`config.mk`:
```
export PLATFORM = sky130hd
export DESIGN_NAME = picorv_mem_arbiter
export DESIGN_NICKNAME = d
export VERILOG_FILES = /design/src/rtl/picorv_mem_arbiter.sv
export SDC_FILE = /design/constraint.sdc
export NUM_CORES = 1
export LEC_CHECK = 0
export BUFFER_PORTS_ARGS = -buffer_cell sky130_fd_sc_hd__buf_4
export CORE_ASPECT_RATIO = 0.9
export CORE_UTILIZATION = 42
export CTS_CLUSTER_DIAMETER = 150
export CTS_CLUSTER_SIZE = 40
export DETAILED_ROUTE_END_ITERATION = 6
export PLACE_DENSITY = 0.8
export REMOVE_ABC_BUFFERS = 1
export SYNTH_ARGS = -nofsm -noshare
export SYNTH_HDL_FRONTEND = slang
export SYNTH_SLANG_ARGS = --single-unit
```
`constraint.sdc`:
```
create_clock -name clk -period 1.8 [get_ports clk]
set_input_delay 0.09 -clock clk [delete_from_list [all_inputs] [get_ports clk]]
set_output_delay 0.09 -clock clk [all_outputs]
set_load 0.02 [all_outputs]
```
`src/rtl/picorv_mem_arbiter.sv`:
```
`default_nettype none
// ============================================================================
// Module   : picorv_mem_arbiter
// Brief    : Round-robin arbiter sharing one picorv32-style memory port
//            between two requesters, with a bounded wait and error completion.
// Revision : 1.0  initial release
// ============================================================================
module picorv_mem_arbiter #(
    parameter logic [15:0] TIMEOUT   = 16'd1024,
    parameter logic [31:0] ERR_RDATA = 32'hDEAD_BEEF
) (
    input  logic        clk,
    input  logic        resetn,

    input  logic        m0_valid,
    input  logic        m0_instr,
    input  logic [31:0] m0_addr,
    input  logic [31:0] m0_wdata,
    input  logic [3:0]  m0_wstrb,
    output logic        m0_ready,
    output logic [31:0] m0_rdata,

    input  logic        m1_valid,
    input  logic        m1_instr,
    input  logic [31:0] m1_addr,
    input  logic [31:0] m1_wdata,
    input  logic [3:0]  m1_wstrb,
    output logic        m1_ready,
    output logic [31:0] m1_rdata,

    output logic        mem_valid,
    output logic        mem_instr,
    output logic [31:0] mem_addr,
    output logic [31:0] mem_wdata,
    output logic [3:0]  mem_wstrb,
    input  logic        mem_ready,
    input  logic [31:0] mem_rdata,

    output logic        grant,
    output logic        timeout_err
);

    typedef enum logic [1:0] {
        S_IDLE = 2'd0,
        S_BUSY = 2'd1,
        S_RESP = 2'd2
    } state_t;

    localparam logic [15:0] c_LIMIT = TIMEOUT - 16'd1;

    state_t      r_state;
    logic [15:0] r_count;
    logic        r_last;

    logic        w_pick;
    logic        w_done;
    logic [31:0] w_resp_data;

    // A lone requester always wins; on a tie the one not served last wins.
    assign w_pick      = m1_valid & (~m0_valid | ~r_last);
    assign w_done      = mem_ready | (r_count == c_LIMIT);
    assign w_resp_data = mem_ready ? mem_rdata : ERR_RDATA;

    always_ff @(posedge clk or negedge resetn) begin
        if (!resetn) begin
            r_state     <= S_IDLE;
            r_count     <= 16'd0;
            r_last      <= 1'b1;
            mem_valid   <= 1'b0;
            mem_instr   <= 1'b0;
            mem_addr    <= 32'h0;
            mem_wdata   <= 32'h0;
            mem_wstrb   <= 4'h0;
            m0_ready    <= 1'b0;
            m0_rdata    <= 32'h0;
            m1_ready    <= 1'b0;
            m1_rdata    <= 32'h0;
            grant       <= 1'b0;
            timeout_err <= 1'b0;
        end else begin
            case (r_state)
                S_IDLE: begin
                    if (m0_valid || m1_valid) begin
                        grant     <= w_pick;
                        mem_instr <= w_pick ? m1_instr : m0_instr;
                        mem_addr  <= w_pick ? m1_addr  : m0_addr;
                        mem_wdata <= w_pick ? m1_wdata : m0_wdata;
                        mem_wstrb <= w_pick ? m1_wstrb : m0_wstrb;
                        mem_valid <= 1'b1;
                        r_count   <= 16'd0;
                        r_state   <= S_BUSY;
                    end
                end
                S_BUSY: begin
                    // A real ready in the final allowed cycle beats the timeout.
                    if (w_done) begin
                        mem_valid   <= 1'b0;
                        timeout_err <= ~mem_ready;
                        r_last      <= grant;
                        r_state     <= S_RESP;
                        if (grant) begin
                            m1_ready <= 1'b1;
                            m1_rdata <= w_resp_data;
                        end else begin
                            m0_ready <= 1'b1;
                            m0_rdata <= w_resp_data;
                        end
                    end else begin
                        r_count <= r_count + 16'd1;
                    end
                end
                S_RESP: begin
                    m0_ready    <= 1'b0;
                    m1_ready    <= 1'b0;
                    timeout_err <= 1'b0;
                    r_state     <= S_IDLE;
                end
                default: begin
                    r_state <= S_IDLE;
                end
            endcase
        end
    end

endmodule
`default_nettype wire

```
# [Word-level counts from Yosys, hierarchy flattened]
# Cells that the tools add are included.
[totals] regBits=157
[op_classes] n_addsub=1 eq_ne=8 n_mux=22 bitwise_logic=7 reduce_logical=14
[ops] cell="$mux W32" count=3
[ops] cell="$mux W16" count=2
[ops] cell="$pmux W16 S2" count=1
[ops] cell="$reduce_and A3 Y1" count=6
[ops] cell="$add A16 B1 Y16 const B" count=1
[ops] cell="$eq A16 B10 Y1 const B" count=1
[ops] cell="$ne A2 B2 Y1 const B" count=5
[ops] cell="$mux W1" count=8
[ops] cell="$pmux W1 S2" count=4
[ops] cell="$reduce_and A2 Y1" count=4
[ops] cell="$mux W2" count=2
[ops] cell="$mux W4" count=1
[ops] cell="$not A1 Y1" count=4
[ops] cell="$pmux W2 S2" count=1
[ops] cell="$reduce_bool A2 Y1" count=2
[ops] cell="$eq A2 B1 Y1 const B" count=1
[ops] cell="$eq A2 B2 Y1 const B" count=1
[ops] cell="$logic_not A2 Y1" count=1
[ops] cell="$or A1 B1 Y1" count=2
[ops] cell="$and A1 B1 Y1" count=1
[ops] cell="$logic_or A1 B1 Y1" count=1

# [Longest topological paths before layout]
# Gate-level depths: netlist (run 1).
[depth] ltp_word=4 ltp_mapped=7 depth_no_buf=7

# [Worst setup path after synthesis (run 1)]
# Ideal clock, no wire load.
[synth_path] path_kind="register to register" startpoint="register r_count[12]" endpoint="register m1_rdata[4]" setup_time_ps=122 t_arrival_ps=1823 path_slack_ps=-144 stages_incl_launch_ff=7 path_buffers=0 period_less_slack_ps=1944 path_cell_list="dfrtp_1 or4_4 nor4_4 o21ai_4 inv_2 nand2_2 a32o_1"
[synth_via] elab_chain_len=3
[synth_lines] item="start, declared" line_no="52" rtl="logic [15:0] r_count;"
[synth_lines] item="start signal, assigned" line_no="109" rtl="r_count <= r_count + 16'd1;"
[synth_lines] item="$eq A16 B10 Y1" line_no="61" rtl="assign w_done = mem_ready | (r_count == c_LIMIT);"
[synth_lines] item="$or A1 B1 Y1" line_no="61"
[synth_lines] item="$reduce_and A3 Y1 (no source line)"
[synth_lines] item="end signal, assigned" line_no="103" rtl="m1_rdata <= w_resp_data;"
[synth_lines] item="end, declared" line_no="29" rtl="output logic [31:0] m1_rdata,"
# No other way between the ends.
# A chain may end at the register's enable or synchronous reset.

# [Final worst setup path (run 1)]
[layout_path] startpoint="register r_count[11]" endpoint="register m0_rdata[2]"
[layout_via] elab_chain_len=3
[layout_lines] item="$eq A16 B10 Y1" line_no="61"
[layout_lines] item="$or A1 B1 Y1" line_no="61"
[layout_lines] item="$reduce_and A3 Y1 (no source line)"
[layout_lines] item="end signal, assigned" line_no="106" rtl="m0_rdata <= w_resp_data;"
[layout_lines] item="end, declared" line_no="21" rtl="output logic [31:0] m0_rdata,"
# No other way between the ends.

==> flow_summary.toml, run 1 <==
[synth]
synth.area.top_cells = "sky130_fd_sc_hd__dfrtp_1 (58%), sky130_fd_sc_hd__mux2i_1 (10%), sky130_fd_sc_hd__o21ai_0 (6.8%)"
synth_compound_gate_area_share_pct = 18.6
synthesis.area_per_instance_um2 = 11.2
synth_adder_area_share_pct = 0.185
biggest_area_consumer_among_synthesized_cells = "sky130_fd_sc_hd__dfrtp_1"
yosys-mux-area-fraction_pct = 10.2
main_combinational_cell_family_by_area_after_synthesis = "compound AO/OA/AOI/OAI gates"
netlist_area_mm2 = 0.00675
synth-simple-area-share_pct = 9.66
synth_warnings = 0
post-synth-top-area-fraction_pct = 57.9
synth_flop_cell = "sky130_fd_sc_hd__dfrtp_1"
synth.yosys.seq_area_share_pct = 58.3
post_synth_inst_count = 601
proportion_of_synthesized_flip_flops_having_asynchronous_set_or_reset_pct = 100
number_of_synthesized_flops_with_an_enable_pin = 0
synth-xor-area-share_pct = 0
post_synth_num_cell_types = 43
ys_seq_elements = 157

[floorplanning]
die_width_um = 136
placement_rows = 43
core-area_mm2 = 0.0155
start_util_pct = 43.4
die_height_um = 122
io-pin-count = 313
die_area_mm2 = 0.0166

[timing]
max_slew_margin_pct = 69.0
fin_setup_tns_ns = -3.00
timing.final.ws_setup_ns = -0.104
grt_setup_unrepaired = "yes"
fmax_ghz = 0.525
timing.final.crit_share_pct = 106
final_hold_viol_count = 0
max_slew_violation_total_from_the_final_report = 0
clock_skew_ns = 0.0102
setup-violations-final = 74
worst-slew-pin-transition_ns = 0.465
final.min_clock_period_ns = 1.90

[drt]
route.antenna.remaining_nets = 0
drtPass1Iterations = 5
routedWlPerCell_um = 20.2
routed_wirelength_um = 26700
routed-wl-met2_um = 13300
violation_count_after_the_first_detailed_routing_iteration = 404
wl_met1_um = 10000
route.detailed.vias_per_inst = 5.43
met3RoutedLength_um = 2230
post-route-drc-count = 0
via_count = 7160
highest-signal-layer = "met4"

[final_layout]
nets = 1279
final_layout_size_suffix_gt1_share_pct = 40.5
area_of_all_placed_cells_without_fillers_mm2 = 0.0121
area_growth_syn_to_layout_pct = 79.1
mostFrequentLayoutCell = "sky130_fd_sc_hd__buf_4"
layout.cells.most_common_list = "sky130_fd_sc_hd__buf_4 (359), sky130_fd_sc_hd__dfrtp_1 (156), sky130_fd_sc_hd__dlygate4sd3_1 (150)"
fillers = 842
final_core_util_pct = 77.7

[global_routing]
grt_first_pass_wirelength_um = 40100
grt_antenna_before_repair = 1
grt_max_degree = 90
via_count_of_the_first_global_routing_pass = 7405
global_route.usage.total_pct = 32.0
overflow_left_after_global_routing = 0

[power_and_ir_drop]
reported_net_switching_power_mw = 7.98
combinationalPowerShare_pct = 48.0
clkPwrFrac_pct = 20.3
share_seq_of_total_power_pct = 31.6
power_density_mw_per_mm2 = 1620
swShare_pct = 40.8
power_report.internal_total_mw = 11.6
leakagePower_nw = 5.74
vdd.ir_drop.worst_mv = 1.16

[worst_setup_path]
cp.required_ns = 2.14
regToRegSetupSlack_ns = -0.10
critPathMaxStageDelay_ns = 0.55
cp-start-kind = "register"
worst-setup-path-type = "register to register"
crit_buf_inv = 1
worstPathCellList = "or4_4, nor4_4, o21ai_4, nor2_4, buf_12, a2bb2oi_1"
worst_r2r_endpoint = "m0_rdata[2]"
worst_r2r_startpoint = "r_count[11]"
r2r_cells = 6
worstPathArrival_ns = 2.24
path_delay_family = "simple AND/OR/NAND/NOR gates"
critical_path.slowest_cell = "sky130_fd_sc_hd__or4_4"
timing.critical_path.fanout_max = 24
end_kind = "register"

[min_path]
hold_end = "mem_wdata[31]"
hold_path_class = "input port to register"
hold_start = "m1_wdata[31]"
timing.hold.worst_path_depth = 3

[place]
place_hpwl_um = 14300
place_congestion = 0.824
post_dp_cell_area_mm2 = 0.00963
io_buffer_count = 312

[status]
run_status = "complete, but fails checks"
failed_checks = "setup timing"

[clock_network]
worst_skew_pair.late_latency_ns = 0.43
tritoncts.num_buffers = 17
cts_htree_levels = 4
ctsLongestPathBuffers = 2
clk_root_buffer_cell = "sky130_fd_sc_hd__clkbuf_16"
tritoncts_clock_tree = "yes"
clock_sinks = 157
worst_setup_hold_path_clk_slew_ns = 0.06

[job]
maxCapViolCount = 0
cell usage after synthesis, drive strengths merged, types with 2 or more instances:
library cell and count:
clkbuf 28, mux2i 69, o21ai 93, nand4 5, o2bb2ai 14, o21a 2, nand2 101, o31ai 5
a31oi 5, dfrtp 156, nor4 2, and3 2, nor2 23, nand3 5, nor3 2, a21oi 6
a2bb2oi 12, a32o 2, o32a 36, buf 13, nand2b 3, nor2b 2, inv 5
registers in the layout, summed over array words and instances, names as in the netlist:
name / flops
m1_rdata: 32
mem_wdata: 32
mem_valid: 1
r_last: 1
r_state: 2
mem_instr: 1
timeout_err: 1
m0_rdata: 32
r_count: 16
mem_wstrb: 4
mem_addr: 32
m0_ready: 1
m1_ready: 1
grant: 1
layer usage:
layer	vias to the layer above	global-route usage, %
met5	-	0
met3	93	9.13
li1	3208	-
met2	398	54.5
met1	3461	36.6
met4	0	16.6
worst reg2reg max path, cell delays in order (launching register included):
cell	delay, ns
sky130_fd_sc_hd__dfrtp_1	0.38
sky130_fd_sc_hd__or4_4	0.55
sky130_fd_sc_hd__nor4_4	0.23
sky130_fd_sc_hd__o21ai_4	0.14
sky130_fd_sc_hd__nor2_4	0.12
sky130_fd_sc_hd__buf_12	0.19
sky130_fd_sc_hd__a2bb2oi_1	0.21
how the worst max path moves through the flow:
stage | startpoint | end | slack [ns] | depth (start not counted)
floorplan | r_last | mem_addr[0] | -6.70 | 3
global placement | r_count[13] | r_count[3] | -0.17 | 8
detailed placement | r_count[13] | r_count[14] | -0.23 | 6
CTS | r_count[11] | m1_rdata[5] | -0.07 | 6
global route | r_count[11] | m0_rdata[2] | -0.22 | 6
finish | r_count[11] | m0_rdata[2] | -0.10 | 6
area by class of cell:
class	count	area [µm²]	share of cell area [%]
timing repair buffer	522	4440	36.7
sequential	157	3930	32.5
multi-input combinational	399	2780	23.0
clock buffer	19	453	3.75
tap	202	253	2.09
clock inverter	13	200	1.66
inverter	6	25.0	0.207
antenna	1	2.50	0.0207
timing repair:
action / CTS / global route
pin swaps: 4 / 3
endpoints found under the hold margin: 284 / 0
hold buffers: 160 / 0
gates cloned: 2 / 2
setup endpoints to repair: 83 / 95
setup buffers: 4 / 5
resized for setup: 19 / 20
cell families after synthesis:
family | after synthesis
buf+inv | 47
flops | 157
simple gates | 148
fa+ha+maj | 1
compound gates | 179
mux | 69
metrics by stage:
stage,cells,setup WS [ns],hold WS (ns),power [mW]
after floorplan,560,-6.70,-0.206,10.3
after global placement,1122,-0.172,-0.0690,14.3
after detailed placement,1122,-0.232,-0.0666,14.5
after CTS,1318,-0.0697,0.000992,19.0
after global routing,1319,-0.221,0.000728,20.5
final,1319,-0.104,0.00228,19.6
power by group through the flow:
stage | Sequential (mW) | Combinational [mW] | Clock [mW]
finish | 6.19 | 9.41 | 3.98
global route | 6.34 | 9.97 | 4.17
CTS | 6.06 | 8.97 | 4.01
detailed placement | 6.08 | 8.47 | 0
global placement | 6.01 | 8.30 | 0
floorplan | 7.87 | 2.43 | 0
(Power assumes the default switching activity.)
==> inputs of run 2 (changes only) <==
- CELL_PAD_IN_SITES_DETAIL_PLACEMENT: unset -> 0
- CELL_PAD_IN_SITES_GLOBAL_PLACEMENT: unset -> 1
- CORE_UTILIZATION: 42 -> 32
- PLACE_DENSITY: 0.8 -> 0.81
==> run 2 against run 1 <==
Effect of this change: the run ends with hold timing, setup timing left; wire length fell by 8.4%; worst setup slack got worse by 0.014 ns; final cell count up 6.5%; clock skew barely moved; clock power shrank 11%; total power is 3.2% lower; sequential share of layout area shrank 0.51 points; global-route usage is 9.7 points lower.
==> flow_summary.toml, run 2 (synthesis results as in run 1) <==
[drt]
routed_wirelength_um = 24400
drtPass1Iterations = 4
route.antenna.remaining_nets = 0
via_count = 6846
post-route-drc-count = 0
route.detailed.vias_per_inst = 4.87
routedWlPerCell_um = 17.4
violation_count_after_the_first_detailed_routing_iteration = 289

[timing]
timing.final.ws_setup_ns = -0.118
timing.final.crit_share_pct = 107
setup-violations-final = 82
timing.hold.ws_ns = -0.0255
final_hold_viol_count = 4
grt_setup_unrepaired = "yes"
max_slew_margin_pct = 63.6
worst-slew-pin-transition_ns = 0.546
fmax_ghz = 0.521
final.min_clock_period_ns = 1.92
max_slew_violation_total_from_the_final_report = 0
clock_skew_ns = 0.0106

[worst_setup_path]
capture_point_of_the_worst_path = "m0_rdata[2]"
worst_r2r_startpoint = "r_count[13]"
end_kind = "register"
worstPathArrival_ns = 2.26
worst_r2r_endpoint = "m0_rdata[2]"
regToRegSetupSlack_ns = -0.12
timing.critical_path.fanout_max = 24
cp-start-kind = "register"
startpoint = "r_count[13]"
worst-setup-path-type = "register to register"
cp.required_ns = 2.15
r2r_cells = 6

[final_layout]
instances_no_fill = 1405
fillers = 1668
area_of_all_placed_cells_without_fillers_mm2 = 0.0123
layout.cells.most_common_list = "sky130_fd_sc_hd__buf_4 (351), sky130_fd_sc_hd__dfrtp_1 (156), sky130_fd_sc_hd__dlygate4sd3_1 (153)"
area_growth_syn_to_layout_pct = 81.9
nets = 1282
mostFrequentLayoutCell = "sky130_fd_sc_hd__buf_4"
final_layout_size_suffix_gt1_share_pct = 42.2
antenna_cells_inserted = 0
final_core_util_pct = 59.3

[clock_network]
cts_htree_levels = 4
tritoncts_clock_tree = "yes"
clock_sinks = 157
worst_setup_hold_path_clk_slew_ns = 0.07
tritoncts.num_buffers = 17
ctsLongestPathBuffers = 2
clk_root_buffer_cell = "sky130_fd_sc_hd__clkbuf_16"
worst_skew_pair.late_latency_ns = 0.43

[floorplanning]
start_util_pct = 32.6
die_height_um = 140
die_area_mm2 = 0.0217
core-area_mm2 = 0.0207
io-pin-count = 313
placement_rows = 50
die_width_um = 155

[global_routing]
via_count_of_the_first_global_routing_pass = 7146
overflow_left_after_global_routing = 0
global_route.usage.total_pct = 22.3
grt_first_pass_wirelength_um = 37400
grt_max_degree = 140
grt_antenna_before_repair = 1

[place]
post_dp_cell_area_mm2 = 0.00978
preCtsSetupSlack_ns = -0.266
place_inst = 1206
place_congestion = 0.814
io_buffer_count = 312
place_hpwl_um = 15200

[min_path]
hold_start = "m0_wdata[9]"
hold_path_class = "input port to register"

[status]
run_status = "complete, but fails checks"
failed_checks = "hold timing, setup timing"

[job]
maxCapViolCount = 0

[power_and_ir_drop]
vdd.ir_drop.worst_mv = 0.637
leakagePower_nw = 5.75
power_density_mw_per_mm2 = 1550
[run 2: changes by cell type in the layout (fill, tap and decap cells not counted), sizes merged, moves of 2 or more]
| cell | previous run | this run |
|---|---|---|
| buf | 367 | 369 |
| bufinv | 4 | 1 |
| clkbuf | 21 | 19 |
| clkinv | 1 | 6 |
| clkinvlp | 3 | 1 |
| dlygate4sd3 | 150 | 153 |
| dlymetal6s4s | 3 | 0 |
| inv | 11 | 13 |
[run 2: cell type report]
cell class	count	area [µm²]	share of cell area, %
Clock buffer	17	425	3.47
Tap cell	286	358	2.92
Clock inverter	15	151	1.23
Timing Repair Buffer	524	4520	36.9
Sequential cell	157	3930	32.0
Inverter	6	27.5	0.224
Multi-Input combinational cell	400	2860	23.3
[run 2: through the flow]
step	TNS, ns	power, mW	hold WS (ns)
after floorplan	-563.11	10.3	-0.206
after global placement	-8.83	14.5	0.0564
after detailed placement	-10.49	14.6	0.0582
after CTS	-3.56	18.8	0.000723
after global routing	-10.33	20.0	0.00152
final	-4.75	19.0	-0.0255
[run 2: how the worst min path moves through the flow]
| stage | endpoint | depth (start not counted) |
|---|---|---|
| after global placement | m0_rdata[29] | 1 |
| after global routing | mem_wdata[9] | 3 |
| after floorplan | grant | 0 |
| after CTS | mem_wdata[7] | 3 |
| after detailed placement | m0_rdata[29] | 1 |
| final | mem_wdata[9] | 3 |
[run 2: repair_timing]
action | CTS | global route
pin swaps | 19 | 9
hold buffers | 157 | 4
gates resized for setup | 40 | 27
setup buffers | 2 | 9
setup endpoints to repair | 84 | 95
hold endpoints to repair | 216 | 4
gates cloned | 2 | 3
[run 2: power by group]
part	switching, mW	internal, mW	leakage (nW)	total [mW]
clock	1.60	1.96	0.285	3.56
sequential	0.944	5.10	1.90	6.05
combinational	5.22	4.14	3.57	9.36
[run 2: critical path, cell delays in order (launching register included)]
cell and delay (ns):
sky130_fd_sc_hd__dfrtp_1 0.37, sky130_fd_sc_hd__or4_4 0.55, sky130_fd_sc_hd__nor4_4 0.26, sky130_fd_sc_hd__o21ai_4 0.15, sky130_fd_sc_hd__nor2_4 0.12, sky130_fd_sc_hd__buf_12 0.18, sky130_fd_sc_hd__a2bb2oi_1 0.19
[run 2: routing by layer]
metal,part of all wire [%],global-route usage (%),vias up,routed length (µm)
met5,0.053,0,-,13
met4,4.0,11.5,2,965
met3,5.9,5.67,64,1440
met2,49,36.9,283,11900
met1,41,26.7,3284,10100
li1,-,-,3213,-
==> inputs of run 3 (changes only) <==
- PLACE_DENSITY: 0.81 -> unset
- PLACE_DENSITY_LB_ADDON: unset -> 0.1
==> run 3 against run 2 <==
Effect of this change: non-clock buffer count fell by 9; hold slack improved by 0.019 ns; critical endpoint is now m1_rdata[4]; highest routed layer is now met4; the flow still finishes with violations (hold timing, setup timing); clock skew rose by 0.00084 ns; clock-buffer cell count did not move.
==> flow_summary.toml, run 3 (synthesis results as in run 1) <==
[drt]
routed-wl-met2_um = 11300
wl_met1_um = 9600
violation_count_after_the_first_detailed_routing_iteration = 223
met3RoutedLength_um = 1400
post-route-drc-count = 0
routedWlPerCell_um = 16.4
via_count = 6556
drtPass1Iterations = 5
highest-signal-layer = "met4"
route.antenna.remaining_nets = 0
routed_wirelength_um = 22900
route.detailed.vias_per_inst = 4.70

[final_layout]
regArea_mm2 = 0.00393
final_core_util_pct = 58.0
fillers = 1709
final_layout_size_suffix_gt1_share_pct = 39.5
layout.cells.most_common_list = "sky130_fd_sc_hd__buf_4 (346), sky130_fd_sc_hd__dlygate4sd3_1 (159), sky130_fd_sc_hd__dfrtp_1 (156)"
instances_no_fill = 1394
antenna_cells_inserted = 0
mostFrequentLayoutCell = "sky130_fd_sc_hd__buf_4"
multi_input_area_mm2 = 0.00275
nets = 1271
area_growth_syn_to_layout_pct = 77.9

[floorplanning]
die_width_um = 155
start_util_pct = 32.6
placement_rows = 50
io-pin-count = 313
core-area_mm2 = 0.0207
die_area_mm2 = 0.0217
die_height_um = 140

[power_and_ir_drop]
vdd.ir_drop.worst_mv = 0.689
leakagePower_nw = 5.62
power_mw = 18.6
power_density_mw_per_mm2 = 1550

[worst_setup_path]
timing.critical_path.fanout_max = 5
critPathMaxStageDelay_ns = 0.56
end_kind = "register"
worstPathArrival_ns = 2.27
cp.required_ns = 2.10
worstPathCellList = "or4_4, nor4_4, buf_6, o21ai_4, inv_4, nand2_4, a32o_1"
cp-start-kind = "register"
critical_path.slowest_cell = "sky130_fd_sc_hd__or4_4"
worst-setup-path-type = "register to register"

[min_path]
hold_path_class = "input port to register"

[global_routing]
grt_first_pass_wirelength_um = 35800
grt_antenna_before_repair = 0
overflow_left_after_global_routing = 0
global_route.usage.total_pct = 21.3
grt_max_degree = 121
via_count_of_the_first_global_routing_pass = 6869

[clock_network]
clock_sinks = 157
tritoncts_clock_tree = "yes"
clk_root_buffer_cell = "sky130_fd_sc_hd__clkbuf_16"
tritoncts.num_buffers = 17
worst_setup_hold_path_clk_slew_ns = 0.06
cts_htree_levels = 4
ctsLongestPathBuffers = 2
worst_skew_pair.late_latency_ns = 0.42

[timing]
worst-slew-pin-transition_ns = 0.478
timing.final.crit_share_pct = 109
timing.final.ws_setup_ns = -0.164
final_hold_viol_count = 1
max_slew_margin_pct = 68.1
grt_setup_unrepaired = "yes"
final.min_clock_period_ns = 1.96
fmax_ghz = 0.509
setup-violations-final = 74
max_slew_violation_total_from_the_final_report = 0
clock_skew_ns = 0.0114
timing.hold.ws_ns = -0.00684

[place]
place_inst = 1200
place_congestion = 0.826
place_hpwl_um = 15100
io_buffer_count = 312

[job]
maxCapViolCount = 0

[status]
failed_checks = "hold timing, setup timing"
run_status = "complete, but fails checks"
## run 3: cell type report
type / instances / area share (%)
Clock buffer: 17 / 3.54
Clock inverter: 15 / 1.25
Inverter: 6 / 0.209
Multi-Input combinational cell: 398 / 22.9
Sequential cell: 157 / 32.7
Tap cell: 286 / 2.98
Timing Repair Buffer: 515 / 36.4
## run 3: repair_timing
| item | CTS | global route |
|---|---|---|
| cloned | 1 | 0 |
| resized for setup | 20 | 16 |
| hold endpoints to repair | 286 | 0 |
| setup buffers | 2 | 0 |
| hold buffers | 159 | 0 |
| setup endpoints to repair | 85 | 84 |
| pin swaps | 5 | 2 |
## run 3: worst max-delay path: cells and delay by family, from the launching register on
family / cells / cell delay [ns]
AO/OA/AOI/OAI: 2 / 0.34
buffers and inverters: 2 / 0.30
flip-flops: 1 / 0.40
AND/OR/NAND/NOR: 3 / 0.81
## run 3: final timing paths
path	end	startpoint	slack, ns	cells past startpoint
setup / recovery	m1_rdata[4]	r_count[13]	-0.16	7
hold / removal	mem_wdata[10]	m1_wdata[10]	-0.007	3
setup reg to reg	m1_rdata[4]	r_count[13]	-0.16	7
hold reg to reg	m1_ready	m1_ready	0.48	2
max in group asynchronous	m0_rdata[7]	resetn	1.08	3
min in group asynchronous	r_count[3]	resetn	0.04	2
## run 3: report_power, final
group	internal, mW	total, mW	switching [mW]
Combinational	3.97	9.00	5.04
Sequential	5.10	6.04	0.934
Clock	1.96	3.54	1.58
Total	11.0	18.6	7.55
## run 3: per-layer routing
metal	vias to the layer above	track usage [%]
met3	35	5.85
li1	3182	-
met2	232	35.9
met1	3107	25.8
met4	0	8.23
met5	-	0
## run 3: metrics by stage
stage	area, µm²	setup slack [ns]	TNS (ns)
after floorplan	6570	-6.70	-563.11
after global placement	9690	-0.220	-12.11
after detailed placement	9690	-0.312	-18.96
after CTS	11900	-0.143	-6.70
after global routing	12000	-0.213	-12.56
final	12000	-0.164	-6.99
